$ cat src/rtl/echo_capture_if.sv
// Line-buffer write bus and per-window range report driven by echo_capture.
interface echo_capture_if #(
  parameter int BIN_W = 5,
  parameter int CNT_W = 7
);
  logic               wr_en;
  logic [8+BIN_W-1:0] wr_addr;
  logic [CNT_W-1:0]   wr_data;
  logic               range_valid;
  logic               range_hit;
  logic [BIN_W-1:0]   range_bin;
  logic               busy;

  modport master (output wr_en, wr_addr, wr_data, range_valid, range_hit, range_bin, busy);
  modport slave  (input  wr_en, wr_addr, wr_data, range_valid, range_hit, range_bin, busy);
endinterface

$ cat src/rtl/echo_capture.sv
// Bins synchronized echo-high cycles into range bins during a receive window,
// writes each bin to the line buffer and reports the first qualifying bin.
module echo_capture #(
  parameter int BIN_CYCLES = 65,
  parameter int NUM_BINS   = 31,
  parameter int BIN_W      = 5,
  parameter int CNT_W      = 7,
  parameter int BLANK_BINS = 1,
  parameter int THRESH     = 16
) (
  input  logic         clock,
  input  logic         reset,
  input  logic         receive,
  input  logic         echo,
  input  logic [7:0]   angle,
  echo_capture_if.master cap
);
  localparam int CYC_W = $clog2(BIN_CYCLES);

  localparam logic [1:0] S_IDLE = 2'd0;
  localparam logic [1:0] S_ACQ  = 2'd1;
  localparam logic [1:0] S_OVER = 2'd2;
  localparam logic [1:0] S_DONE = 2'd3;

  logic               sync1_q, echo_s_q;
  logic               rcv_q;
  logic [1:0]         state_q, state_d;
  logic [7:0]         angle_q, angle_d;
  logic [BIN_W-1:0]   bin_q, bin_d;
  logic [CYC_W-1:0]   cyc_q, cyc_d;
  logic [CNT_W-1:0]   cnt_q, cnt_d;
  logic               found_q, found_d;
  logic [BIN_W-1:0]   fbin_q, fbin_d;
  logic               pend_q, pend_d;
  logic               wr_en_q, wr_en_d;
  logic [8+BIN_W-1:0] wr_addr_q, wr_addr_d;
  logic [CNT_W-1:0]   wr_data_q, wr_data_d;
  logic               rv_q, rv_d;
  logic               hit_q, hit_d;
  logic [BIN_W-1:0]   rbin_q, rbin_d;

  logic               rise;
  logic [CNT_W-1:0]   cnt_sum;
  logic               do_wr;
  logic [CNT_W-1:0]   wr_cnt;

  assign rise    = receive & ~rcv_q;
  assign cnt_sum = cnt_q + {{(CNT_W-1){1'b0}}, echo_s_q};

  always_comb begin
    state_d   = state_q;
    angle_d   = angle_q;
    bin_d     = bin_q;
    cyc_d     = cyc_q;
    cnt_d     = cnt_q;
    found_d   = found_q;
    fbin_d    = fbin_q;
    pend_d    = pend_q;
    wr_en_d   = 1'b0;
    wr_addr_d = wr_addr_q;
    wr_data_d = wr_data_q;
    rv_d      = 1'b0;
    hit_d     = hit_q;
    rbin_d    = rbin_q;
    do_wr     = 1'b0;
    wr_cnt    = cnt_q;

    case (state_q)
      S_IDLE: begin
        pend_d = 1'b0;
        // The start cycle is window cycle 0 and is already counted.
        if (rise || (pend_q && receive)) begin
          state_d = S_ACQ;
          angle_d = angle;
          bin_d   = '0;
          cyc_d   = CYC_W'(1);
          cnt_d   = {{(CNT_W-1){1'b0}}, echo_s_q};
          found_d = 1'b0;
          fbin_d  = '0;
        end
      end
      S_ACQ: begin
        if (!receive) begin
          if (cyc_q != '0) begin
            do_wr  = 1'b1;
            wr_cnt = cnt_q;
          end
          state_d = S_DONE;
        end else if (cyc_q == CYC_W'(BIN_CYCLES-1)) begin
          do_wr  = 1'b1;
          wr_cnt = cnt_sum;
          cnt_d  = '0;
          cyc_d  = '0;
          if (bin_q == BIN_W'(NUM_BINS-1)) state_d = S_OVER;
          else                             bin_d   = bin_q + BIN_W'(1);
        end else begin
          cnt_d = cnt_sum;
          cyc_d = cyc_q + CYC_W'(1);
        end
      end
      S_OVER: begin
        if (!receive) state_d = S_DONE;
      end
      default: begin
        rv_d    = 1'b1;
        hit_d   = found_q;
        rbin_d  = fbin_q;
        pend_d  = rise;
        state_d = S_IDLE;
      end
    endcase

    if (do_wr) begin
      wr_en_d   = 1'b1;
      wr_addr_d = {angle_q, bin_q};
      wr_data_d = wr_cnt;
      if (!found_q && (bin_q >= BIN_W'(BLANK_BINS)) && (wr_cnt >= CNT_W'(THRESH))) begin
        found_d = 1'b1;
        fbin_d  = bin_q;
      end
    end
  end

  always_ff @(posedge clock) begin
    if (reset) begin
      sync1_q   <= 1'b0;
      echo_s_q  <= 1'b0;
      // Treat receive as already high so a window cut by reset is not restarted.
      rcv_q     <= 1'b1;
      state_q   <= S_IDLE;
      angle_q   <= '0;
      bin_q     <= '0;
      cyc_q     <= '0;
      cnt_q     <= '0;
      found_q   <= 1'b0;
      fbin_q    <= '0;
      pend_q    <= 1'b0;
      wr_en_q   <= 1'b0;
      wr_addr_q <= '0;
      wr_data_q <= '0;
      rv_q      <= 1'b0;
      hit_q     <= 1'b0;
      rbin_q    <= '0;
    end else begin
      sync1_q   <= echo;
      echo_s_q  <= sync1_q;
      rcv_q     <= receive;
      state_q   <= state_d;
      angle_q   <= angle_d;
      bin_q     <= bin_d;
      cyc_q     <= cyc_d;
      cnt_q     <= cnt_d;
      found_q   <= found_d;
      fbin_q    <= fbin_d;
      pend_q    <= pend_d;
      wr_en_q   <= wr_en_d;
      wr_addr_q <= wr_addr_d;
      wr_data_q <= wr_data_d;
      rv_q      <= rv_d;
      hit_q     <= hit_d;
      rbin_q    <= rbin_d;
    end
  end

  assign cap.wr_en       = wr_en_q;
  assign cap.wr_addr     = wr_addr_q;
  assign cap.wr_data     = wr_data_q;
  assign cap.range_valid = rv_q;
  assign cap.range_hit   = hit_q;
  assign cap.range_bin   = rbin_q;
  assign cap.busy        = (state_q != S_IDLE);
endmodule

$ cat src/flat_wrapper.sv
// flat-port wrapper written by rule: the top's interface ports become plain ports
module echo_capture_flat 
#(
  parameter int BIN_CYCLES = 65,
  parameter int NUM_BINS   = 31,
  parameter int BIN_W      = 5,
  parameter int CNT_W      = 7,
  parameter int BLANK_BINS = 1,
  parameter int THRESH     = 16
)
  (clock, reset, receive, echo, angle, cap_wr_en, cap_wr_addr, cap_wr_data, cap_range_valid, cap_range_hit, cap_range_bin, cap_busy);
  echo_capture_if #(.BIN_W(BIN_W), .CNT_W(CNT_W)) cap_i ();
  input  logic clock;
  input  logic reset;
  input  logic receive;
  input  logic echo;
  input  logic [7:0] angle;
  output wire logic [$bits(cap_i.wr_en)-1:0] cap_wr_en;
  output wire logic [$bits(cap_i.wr_addr)-1:0] cap_wr_addr;
  output wire logic [$bits(cap_i.wr_data)-1:0] cap_wr_data;
  output wire logic [$bits(cap_i.range_valid)-1:0] cap_range_valid;
  output wire logic [$bits(cap_i.range_hit)-1:0] cap_range_hit;
  output wire logic [$bits(cap_i.range_bin)-1:0] cap_range_bin;
  output wire logic [$bits(cap_i.busy)-1:0] cap_busy;
  assign cap_wr_en = cap_i.wr_en;
  assign cap_wr_addr = cap_i.wr_addr;
  assign cap_wr_data = cap_i.wr_data;
  assign cap_range_valid = cap_i.range_valid;
  assign cap_range_hit = cap_i.range_hit;
  assign cap_range_bin = cap_i.range_bin;
  assign cap_busy = cap_i.busy;
  echo_capture #(.BIN_CYCLES(BIN_CYCLES), .NUM_BINS(NUM_BINS), .BIN_W(BIN_W), .CNT_W(CNT_W), .BLANK_BINS(BLANK_BINS), .THRESH(THRESH)) u_core (.clock(clock), .reset(reset), .receive(receive), .echo(echo), .angle(angle), .cap(cap_i));
endmodule
$ cat config.mk
export PLATFORM = sky130hd
export DESIGN_NAME = echo_capture_flat
export DESIGN_NICKNAME = d
export VERILOG_FILES = /design/src/rtl/echo_capture_if.sv /design/src/rtl/echo_capture.sv /design/src/flat_wrapper.sv
export SDC_FILE = /design/constraint.sdc
export NUM_CORES = 1
export LEC_CHECK = 0
export ABC_AREA = 1
export CORE_MARGIN = 4
export CORE_UTILIZATION = 45
export DETAILED_ROUTE_END_ITERATION = 16
export PLACE_DENSITY = 0.7
export RECOVER_POWER = 100
export SYNTH_ARGS = -nofsm -noshare
export SYNTH_HDL_FRONTEND = slang
export SYNTH_SLANG_ARGS = --single-unit
$ cat constraint.sdc
create_clock -name clock -period 1.7 [get_ports clock]
set_clock_uncertainty 0.05 [all_clocks]
set_input_delay 0.34 -clock clock [delete_from_list [all_inputs] [get_ports clock]]
set_output_delay 0.34 -clock clock [all_outputs]
set_load 0.005 [all_outputs]
==> run summary <==
Status - finished with violations
Violated checks - negative setup slack
Largest net degree at the start of global routing - 33
First DRT Iteration DRCs - 122
Worst min path class - register to register
Final instance area - 4240 µm²
CP required - 1930 ps
TritonCTS buffer count - 9
PwrDens - 1290 nW/µm²
MaxCap Viol Count - 0
First-pass GRT wire length - 13.03 mm
Net Count, Synth - 412
Flop pwr share - 33.9%
Sequential fraction of the synthesis area - 44.15%
Routability-driven placement congestion ratio - 0.8030
Logic pwr share - 41.3%
# diodes - 0
Fill count - 551
Pins Over Slew Limit - 0
Post-synthesis instance total - 389
CP cell instances - clkdlybuf4s50_1, o21ai_1, nand2_2, nand2_4, inv_4, nand2_1, nand2_1, inv_2, nand2_1, a31oi_1
CTS Hold Bufs - 0
Slowest stage delay, CP - 510 ps
Cell variety after synth - 36
Main combinational cell family by area after synthesis - simple AND/OR/NAND/NOR gates
Initial antenna violation count - 0
CP top delay family - buffers and inverters
Final period utilization - 104.2%
Clk buf depth - 2
Unrepaired setup endpoints after global routing - true
Routed len/inst - 13.83 µm
DR DRC count - 0
CTS tree - done
Maximum vdd drop - 0.9665 mV
Synth Area in Compound Gates - 18.74%
WS Path Type - input port to register
Syn-to-layout area delta - 39.58%
Num Clock Sinks - 67
Initial Util - 47.04%
Buf/Inv on CP - 3
Min Tclk post-route - 1771 ps
Syn Area/Cell - 7.810 µm²
Total Power - 0.005468 W
Chip Height - 90.17 µm
Simple-Gate Fraction of Synth Area - 21.50%
Placed insts - 534
Via count - 2906
Final Non-Filler Cells - 559
Fin nets - 500
Worst Tran Pin Value - 694.1 ps
I/O pin count - 41
Share of layout cells above drive strength 1 - 26.14%
Endpoint class of the critical path - register
Final WS setup - -71.29 ps
Htree depth - 3
Detail Placement HPWL - 5.031 mm
Synth Cell Area - 3038 µm²
Synth Area in Adders - 4.530%
Most used cell, CP - nand2_1
Die area - 8130 µm²
CP max FO - 7
Yosys reg bits - 67
Multiplexer share of the synthesized area - 0%
Pre-antenna DRT Iters - 4
Clk pwr share - 24.9%
Synth Warn # - 0
Post-Synth XOR/XNOR Area - 0.8649%
Gr ovfl total - 0
Clock Latency Late Sink - 350 ps
Total Routed Length - 7.733 mm
Setup Viol. Count Final - 12
All-Layer GR Usage - 19.29%
Clock Tree Root - clkbuf_8
Core area - 6459 µm²
Port Buffer Count - 40
Fmax - 564.6 MHz
Row count - 29
Number of global-route vias before repair - 2840
Hold Violations, Final - 0
Layout Utilization - 65.65%
Pint - 0.003535 W
CP arrival - 2000 ps
Psw - 0.001933 W
Placed Area - 3761 µm²
Max transition margin - 53.73%
Final ANT Viol Nets - 0
Switch share - 35.35%
Slowest CP cell - clkdlybuf4s50_1
Routed vias/inst - 5.199
CTS clk-pin slew, worst paths - 80 ps
Die X-Extent - 90.17 µm
Leak pwr - 1.810 nW
CP Launch Type - input port
[cell usage in the layout, fill, tap and decap left out, drive strengths merged, types with 4 or more instances in the layout]
cell / instances
nor2: 45
o21ai: 44
inv: 55
clkdlybuf4s50: 35
o211ai: 5
dfxtp: 67
ha: 11
clkbuf: 12
nor3: 7
a21oi: 50
nand2: 60
nand4: 4
buf: 45
nand3: 20
dlygate4sd3: 4
[registers in the layout (all words and copies together), names as in the netlist]
name	cells
u_core.echo_s_q	1
u_core.cyc_q	7
u_core.fbin_q	5
u_core.angle_q	8
u_core.bin_q	5
u_core.cap.range_hit	1
u_core.cap.wr_en	1
u_core.cap.range_valid	1
u_core.pend_q	1
u_core.cap.wr_data	7
u_core.rcv_q	1
u_core.cap.range_bin	5
u_core.cap.wr_addr	13
u_core.found_q	1
u_core.sync1_q	1
u_core.cnt_q	7
u_core.state_q	2
[final timing paths]
kind | startpoint | to | slack (ps) | depth (start not counted)
worst max-delay path | receive | u_core.cnt_q[3]$_SDFFE_PP0P_ | -70 | 10
worst min-delay path | u_core.sync1_q$_SDFF_PP0_ | u_core.echo_s_q$_SDFF_PP0_ | 370 | 2
worst max register to register | u_core.state_q[0]$_SDFFE_PP0P_ | u_core.fbin_q[0]$_SDFF_PP0_ | 0 | 9
worst min register to register | u_core.sync1_q$_SDFF_PP0_ | u_core.echo_s_q$_SDFF_PP0_ | 370 | 2
[cells in the mapped netlist]
| library cell | instances | area [µm²] |
|---|---|---|
| o211ai_1 | 5 | 37.54 |
| nand2_2 | 5 | 31.28 |
| nor2_1 | 40 | 150.1 |
| inv_6 | 1 | 8.760 |
| nor3_4 | 1 | 16.27 |
| a21oi_1 | 49 | 245.2 |
| ha_1 | 11 | 137.6 |
| inv_1 | 49 | 183.9 |
| a31oi_1 | 2 | 12.51 |
| nand4_1 | 4 | 25.02 |
| nand2_1 | 54 | 202.7 |
| dfxtp_1 | 67 | 1341 |
| clkbuf_1 | 6 | 22.52 |
| o21ai_1 | 4 | 20.02 |
| nand2_4 | 1 | 11.26 |
| nor3_2 | 1 | 10.01 |
| nor4_1 | 1 | 6.260 |
| nand3_2 | 6 | 60.06 |
| a31o_2 | 1 | 8.760 |
| nand3_1 | 13 | 65.06 |
| inv_2 | 2 | 7.510 |
| nor2_4 | 1 | 11.26 |
| nor2_2 | 2 | 12.51 |
| buf_6 | 3 | 33.78 |
| inv_4 | 1 | 6.260 |
| a211oi_1 | 2 | 15.01 |
| a22oi_4 | 1 | 21.27 |
| xor2_1 | 3 | 26.28 |
| nor2_8 | 1 | 20.02 |
| nor3_1 | 5 | 25.02 |
| o21ai_0 | 40 | 200.2 |
| buf_4 | 2 | 15.01 |
| clkbuf_8 | 2 | 27.53 |
| a21oi_2 | 1 | 8.760 |
| buf_2 | 1 | 5.000 |
| or2_2 | 1 | 6.260 |
[cells by family after synthesis]
family / after synthesis
flip-flops: 67
AND/OR/NAND/NOR: 136
buffers and inverters: 67
adder cells (fa/ha/maj): 11
XOR/XNOR: 3
AO/OA/AOI/OAI: 105
[worst min-delay path: cells and delay by family (launching register included)]
family,cells,cell delay [ps]
AND/OR/NAND/NOR,1,40
buffers and inverters,1,50
flip-flops,1,300
[stage by stage]
step	hold slack, ps	TNS, ps	worst slack, ps
6_report	367.1	-420.0	-71.29
3_3_place_gp	343.2	-13660	-368.5
3_5_place_dp	370.9	-15350	-457.6
2_1_floorplan	338.3	0	4.451
5_1_grt	386.1	-2635	-148.4
4_1_cts	372.8	-86.20	-50.28
[final cells by class]
| type | count | area [µm²] | share of cell area [%] |
|---|---|---|---|
| clock buffer | 9 | 123.9 | 2.921 |
| clock inverter | 7 | 76.32 | 1.800 |
| inverter | 53 | 209.0 | 4.928 |
| multi-input combinational | 258 | 1600 | 37.74 |
| sequential | 67 | 1348 | 31.78 |
| tap | 77 | 96.34 | 2.272 |
| timing repair buffer | 88 | 787.0 | 18.56 |
[power groups by stage]
stage,combinational [W],clock [W],sequential [W]
after floorplan,0.000992,0,0.00188
after global placement,0.00174,0,0.00187
after detailed placement,0.00179,0,0.00188
after CTS,0.00206,0.00138,0.00185
after global routing,0.00248,0.00146,0.00187
final,0.00226,0.00136,0.00185
[routing by layer]
layer  track usage [%]  vias up  wire length (µm)
li1                  -     1459                 -
met1             24.64     1371              3456
met2             31.61       65              3853
met3             3.589       11               297
met4             8.673        0               125
met5                 0        -                 0
[timing repair]
item | 4_1_cts | 5_1_grt
gates resized for setup | 37 | 39
pin swaps | 8 | 17
buffers inserted | 5 | 1
cloned | 1 | 2
endpoints found under the setup margin | 30 | 55
Note: power is estimated with default switching activity, not from simulation.
